--- config.mk ---
export PLATFORM = sky130hd
export DESIGN_NAME = ssd1306_spi_sink
export DESIGN_NICKNAME = d
export VERILOG_FILES = /design/src/rtl/ssd1306_spi_sink.sv
export SDC_FILE = /design/constraint.sdc
export NUM_CORES = 1
export LEC_CHECK = 0
export ABC_CLOCK_PERIOD_IN_PS = 9000
export CAP_MARGIN = 15
export CORE_AREA = 5 5 123 125
export CTS_CLUSTER_SIZE = 24
export DETAILED_ROUTE_END_ITERATION = 10
export DIE_AREA = 0 0 128 130
export DONT_BUFFER_PORTS = 1
export PLACE_DENSITY = 0.49
export RECOVER_POWER = 25
export SETUP_SLACK_MARGIN = 0.15
export SYNTH_ARGS = -nofsm -noshare
export SYNTH_HDL_FRONTEND = slang
export SYNTH_SLANG_ARGS = --single-unit
export TNS_END_PERCENT = 5
--- constraint.sdc ---
create_clock -name i_Clk -period 9 [get_ports i_Clk]
set_clock_uncertainty 0.15 [all_clocks]
set_input_delay 2.7 -clock i_Clk [delete_from_list [all_inputs] [get_ports i_Clk]]
set_output_delay 2.7 -clock i_Clk [all_outputs]
set_load 0.02 [all_outputs]
--- src/rtl/ssd1306_spi_sink.sv ---
// Receive-side model of the SSD1306 4-wire SPI port: byte assembly, command decode, framebuffer writes.
// Optional sticky partial-byte detection is built when SSD1306_SINK_FRAME_ERR_EN is defined.
module ssd1306_spi_sink #(
    parameter int FB_AW = 10
) (
    input  logic             i_Clk,
    input  logic             i_Reset,
    input  logic             i_D0,
    input  logic             i_D1,
    input  logic             i_DC,
    input  logic             i_CS,
    input  logic             i_RES,
    output logic [7:0]       o_Byte,
    output logic             o_Byte_DV,
    output logic             o_Is_Data,
    output logic             o_FB_Wr_En,
    output logic [FB_AW-1:0] o_FB_Addr,
    output logic [7:0]       o_FB_Wr_Data,
    output logic             o_Display_On,
    output logic             o_Frame_Err
);

    typedef enum logic [2:0] {
        ST_CMD    = 3'd0,
        ST_COL_S  = 3'd1,
        ST_COL_E  = 3'd2,
        ST_PAGE_S = 3'd3,
        ST_PAGE_E = 3'd4
    } state_t;

    logic [2:0] sclk_sr_r;
    logic [1:0] mosi_sr_r;
    logic [1:0] dc_sr_r;
    logic [1:0] cs_sr_r;
    logic [1:0] res_sr_r;
    logic       rise_r;
    logic       cs_q_r;
    logic [7:0] shift_r;
    logic [2:0] bit_cnt_r;
    logic [7:0] byte_r;
    logic       dc_r;
    logic       done_r;

    state_t     state_r;
    logic [6:0] col_r, col_start_r, col_end_r;
    logic [2:0] page_r, page_start_r, page_end_r;

    logic       soft_rst_s;
    logic       shift_en_s;

    // cs_q_r delays synced CS so it lines up with the registered rise pulse
    assign soft_rst_s = ~res_sr_r[1];
    assign shift_en_s = rise_r & ~cs_q_r;

    // Synchronisers, edge detect and byte assembly
    always_ff @(posedge i_Clk or posedge i_Reset) begin
        if (i_Reset) begin
            sclk_sr_r <= 3'b000;
            mosi_sr_r <= 2'b00;
            dc_sr_r   <= 2'b00;
            cs_sr_r   <= 2'b11;
            res_sr_r  <= 2'b11;
            rise_r    <= 1'b0;
            cs_q_r    <= 1'b1;
            shift_r   <= 8'h00;
            bit_cnt_r <= 3'd0;
            byte_r    <= 8'h00;
            dc_r      <= 1'b0;
            done_r    <= 1'b0;
        end else begin
            sclk_sr_r <= {sclk_sr_r[1:0], i_D0};
            mosi_sr_r <= {mosi_sr_r[0], i_D1};
            dc_sr_r   <= {dc_sr_r[0], i_DC};
            cs_sr_r   <= {cs_sr_r[0], i_CS};
            res_sr_r  <= {res_sr_r[0], i_RES};
            rise_r    <= sclk_sr_r[1] & ~sclk_sr_r[2];
            cs_q_r    <= cs_sr_r[1];
            done_r    <= 1'b0;
            if (soft_rst_s) begin
                shift_r   <= 8'h00;
                bit_cnt_r <= 3'd0;
            end else if (shift_en_s) begin
                shift_r   <= {shift_r[6:0], mosi_sr_r[1]};
                bit_cnt_r <= bit_cnt_r + 3'd1;
                if (bit_cnt_r == 3'd7) begin
                    byte_r <= {shift_r[6:0], mosi_sr_r[1]};
                    dc_r   <= dc_sr_r[1];
                    done_r <= 1'b1;
                end else begin
                    byte_r <= byte_r;
                end
            end else if (cs_sr_r[1]) begin
                shift_r   <= 8'h00;
                bit_cnt_r <= 3'd0;
            end else begin
                shift_r   <= shift_r;
                bit_cnt_r <= bit_cnt_r;
            end
        end
    end

`ifdef SSD1306_SINK_FRAME_ERR_EN
    logic frame_err_r;
    logic cs_rise_s;
    logic complete_s;

    assign cs_rise_s   = cs_sr_r[1] & ~cs_q_r;
    assign complete_s  = shift_en_s & (bit_cnt_r == 3'd7);
    assign o_Frame_Err = frame_err_r;

    // Sticky flag: CS released while a byte is only partly shifted in
    always_ff @(posedge i_Clk or posedge i_Reset) begin
        if (i_Reset) begin
            frame_err_r <= 1'b0;
        end else if (soft_rst_s) begin
            frame_err_r <= 1'b0;
        end else if (cs_rise_s && (bit_cnt_r != 3'd0) && !complete_s) begin
            frame_err_r <= 1'b1;
        end else begin
            frame_err_r <= frame_err_r;
        end
    end
`else
    assign o_Frame_Err = 1'b0;
`endif

    // Command/data decoder, window pointers and registered outputs
    always_ff @(posedge i_Clk or posedge i_Reset) begin
        if (i_Reset) begin
            state_r      <= ST_CMD;
            col_r        <= 7'd0;
            col_start_r  <= 7'd0;
            col_end_r    <= 7'd127;
            page_r       <= 3'd0;
            page_start_r <= 3'd0;
            page_end_r   <= 3'd7;
            o_Byte       <= 8'h00;
            o_Byte_DV    <= 1'b0;
            o_Is_Data    <= 1'b0;
            o_FB_Wr_En   <= 1'b0;
            o_FB_Addr    <= '0;
            o_FB_Wr_Data <= 8'h00;
            o_Display_On <= 1'b0;
        end else begin
            o_Byte_DV  <= 1'b0;
            o_FB_Wr_En <= 1'b0;
            if (soft_rst_s) begin
                state_r      <= ST_CMD;
                col_r        <= 7'd0;
                col_start_r  <= 7'd0;
                col_end_r    <= 7'd127;
                page_r       <= 3'd0;
                page_start_r <= 3'd0;
                page_end_r   <= 3'd7;
                o_Display_On <= 1'b0;
            end else if (done_r) begin
                o_Byte    <= byte_r;
                o_Is_Data <= dc_r;
                o_Byte_DV <= 1'b1;
                if (dc_r) begin
                    // Data aborts any pending argument and is written at the current pointers
                    state_r      <= ST_CMD;
                    o_FB_Wr_En   <= 1'b1;
                    o_FB_Addr    <= {page_r, col_r};
                    o_FB_Wr_Data <= byte_r;
                    if (col_r == col_end_r) begin
                        col_r  <= col_start_r;
                        page_r <= (page_r == page_end_r) ? page_start_r : page_r + 3'd1;
                    end else begin
                        col_r <= col_r + 7'd1;
                    end
                end else begin
                    case (state_r)
                        ST_CMD: begin
                            case (byte_r)
                                8'hAE:   o_Display_On <= 1'b0;
                                8'hAF:   o_Display_On <= 1'b1;
                                8'h21:   state_r <= ST_COL_S;
                                8'h22:   state_r <= ST_PAGE_S;
                                default: state_r <= ST_CMD;
                            endcase
                        end
                        ST_COL_S: begin
                            col_start_r <= byte_r[6:0];
                            col_r       <= byte_r[6:0];
                            state_r     <= ST_COL_E;
                        end
                        ST_COL_E: begin
                            col_end_r <= byte_r[6:0];
                            state_r   <= ST_CMD;
                        end
                        ST_PAGE_S: begin
                            page_start_r <= byte_r[2:0];
                            page_r       <= byte_r[2:0];
                            state_r      <= ST_PAGE_E;
                        end
                        ST_PAGE_E: begin
                            page_end_r <= byte_r[2:0];
                            state_r    <= ST_CMD;
                        end
                        default: state_r <= ST_CMD;
                    endcase
                end
            end else begin
                state_r <= state_r;
            end
        end
    end

endmodule

==> run_results.csv <==
group,metric,value,unit
status,status,"finished, final reports clean",
sta,drv_slew,0,
cts,cts-buffers-inserted,9,
setup_path,endpoint_kind,"output port",
setup_path,worst-path-max-fanout,2,
cells_and_area,diodes,0,
place,dp_cells,515,
floorplan,pin_count,38,
synth,synth_area_leader_cell,"dfrtp_1",
routing,drc,0,
synth,yosysUniqueCellTypes,53,
power,peakVddDrop,0.1169,mV
place,gp_congestion,0.7954,
power,clkPwrFrac,0.433,
cts,cts.sinks,96,
sta,rsz0062_at_grt,"no",
cells_and_area,nets,357,
cells_and_area,final_cells,531,
sta,period_needed,3.664,ns
floorplan,die_h,130,um
power,leakagePower,2.020,nW
synth,yosys.area.top_type_share,0.4956,
power,p_int,0.6412,mW
flow_run,max_cap_violations,0,
sta,hold_viol,0,
floorplan,start_util,0.2970,
synth,async_flop_share,1.000,
cells_and_area,layout-drive-gt1-share,0.1795,
sta,worst_slew_pin_slew,1.457,ns
cts,cts_setup_buffers,0,
power,combPwrFrac,0.031,
routing,drtIter0Drc,134,
cts,path_clk_slew,0.07,ns
grt,grt_max_degree,66,
synth,synth.area.top_cells,"dfrtp_1 50%, dfstp_2 9.6%, mux2_2 6.6%",
cts,clock_latency,0.34,ns
floorplan,core_area,13770,um^2
synth,synth_ff_type,"dfrtp_1",
cells_and_area,fillers,1413,
floorplan,rows,43,
setup_path,worstPathArrival,0.81,ns
setup_path,start_kind,"flip-flop",
synth,synth_edf_count,0,
synth,synth_seq_area_share,0.5919,
routing,drtPass1Iterations,4,
place,port_buffers,0,
synth,syn_area,4090,um^2
sta,fin_setup_tns,0,ns
cts,cts.repair.resized,0,
cells_and_area,area_growth,10.31,%
place,place_ws,5.011,ns
floorplan,die_width,128,um
power,p_sw,0.1958,mW
place,dpl.hpwl,5.833,mm
cts,clk_root_buffer_cell,"clkbuf_16",
sta,relSlewSlack,0.02899,
power,netSwitchingFraction,0.2339,
cts,cts-hold-fix-buffers,0,
grt,grt_overflow_total,0,
grt,track_usage,0.1148,
routing,detail_route.wl_per_cell,16.42,um
setup_path,worstPathRequired,6.15,ns
sta,fmax,272.9,MHz
synth,netlist_instances,352,
cts,htree_levels,3,
power,p_seq_frac,0.536,
routing,wl,8.719,mm
synth,synth_seq_cells,96,
cts,cts_tree,"done",
sta,layout_setup_ws,5.336,ns
grt,antenna_found_initial,0,
sta,setup_viol,0,
cts,cts.path.max_buffers,2,
hold_path,hold_path.class,"reg -> reg",
floorplan,die_area,16640,um^2
setup_path,critPathKind,"reg -> out",
power,power_density,185.5,nW/um^2
routing,vias,2566,
synth,synth_fp_nets,363,
synth,syn_avg_cell_area,11.62,um^2
sta,period_share,0.4071,
synth,ys_warn_count,0,
routing,vias_per_cell,4.832,
grt,grt_pass1_wl,15.12,mm
routing,drtAntennaViolNets,0,
grt,grt_pass1_vias,2830,
[layer usage]
layer  GRT usage  wire length [um]  up-vias
met4     0.04557               166        0
met3     0.03479               435       11
met5           0                 0        -
li1            -                 -     1221
met1      0.1527              4138     1287
met2      0.1759              3979       47
[cell families after synthesis]
family,synth area share
XOR/XNOR,0.03640
other,0.0009168
flip-flops,0.5919
AND/OR/NAND/NOR,0.1086
adder cells (fa/ha/maj),0.01224
multiplexers,0.09850
buffers and inverters,0.03426
AO/OA/AOI/OAI,0.1172
[metrics by stage]
step / instance area [um^2] / total power, mW / util / hold slack (ns)
2_1_floorplan: 4090 / 0.4767 / - / 0.1812
3_3_place_gp: 4245 / 0.4829 / 0.3082 / 0.1835
3_5_place_dp: 4253 / 0.4841 / 0.3088 / 0.1847
4_1_cts: 4533 / 0.8516 / 0.3291 / 0.2011
5_1_grt: 4512 / 0.8723 / 0.3276 / 0.2051
6_report: 4512 / 0.8370 / 0.3276 / 0.1996
[registers in the layout, indices dropped and copies added (netlist names), 7 cells and up]
signal        cells
o_FB_Addr        10
byte_r            8
o_Byte            8
o_FB_Wr_Data      8
col_end_r         7
col_r             7
col_start_r       7
shift_r           7
[layout by cell type, fill, tap and decap left out, drive strengths merged, types with 10 or more instances in the layout]
cell type and count:
clkbuf 10, dfstp 15, nor2 17, dfrtp 81, xnor2 14, mux2 26
mux2i 11, o21ai 27, nand2 35, inv 13
[area by class of cell]
| cell class | instances | area, um^2 | area share |
|---|---|---|---|
| clock buffers | 9 | 225.2 | 0.04992 |
| clock inverters | 7 | 55.05 | 0.01220 |
| inverters | 12 | 47.55 | 0.01054 |
| multi-input cells | 223 | 1511 | 0.3350 |
| flip-flops and latches | 96 | 2421 | 0.5366 |
| well taps | 180 | 225.2 | 0.04992 |
| repair buffers | 4 | 26.28 | 0.005824 |
[power groups by stage]
stage | clock, mW | combinational (mW) | sequential [mW]
after floorplan | 0 | 0.0224 | 0.454
after global placement | 0 | 0.0264 | 0.457
after detailed placement | 0 | 0.0271 | 0.457
after CTS | 0.376 | 0.0272 | 0.449
after global routing | 0.393 | 0.0302 | 0.450
final | 0.363 | 0.0260 | 0.448
[synth_stat cells (2+ instances only)]
master and instances:
dfrtp_1 81, nand2_1 34, o21ai_0 25, mux2_2 24
nor2_1 17, dfstp_2 15, clkbuf_1 14, xnor2_1 14
mux2i_1 11, inv_1 10, a21oi_1 9, a22o_1 9
nor3_1 9, a31oi_1 8, nand3_1 7, nand2b_1 5
o31ai_1 5, buf_2 4, ha_1 4, o22ai_1 4
buf_4 3, xor2_1 3, mux2_1 2, nand4_1 2
nand4b_1 2, nor2b_1 2, nor3b_1 2, o21ai_1 2
[final timing paths]
kind                            slack [ns]              end  depth (start not counted)             from
worst min-delay path                  0.20       dc_sr_r[1]                          0       dc_sr_r[0]
max in group asynchronous             5.48        page_r[2]                          2          i_Reset
worst max-delay path                  5.34  o_FB_Wr_Data[5]                          0  o_FB_Wr_Data[5]
worst min register to register        0.20       dc_sr_r[1]                          0       dc_sr_r[0]
min in group asynchronous             2.07        o_Byte[6]                          1          i_Reset
worst max register to register        5.79     bit_cnt_r[0]                          3      res_sr_r[1]
Power figures use the tool's default switching activity.
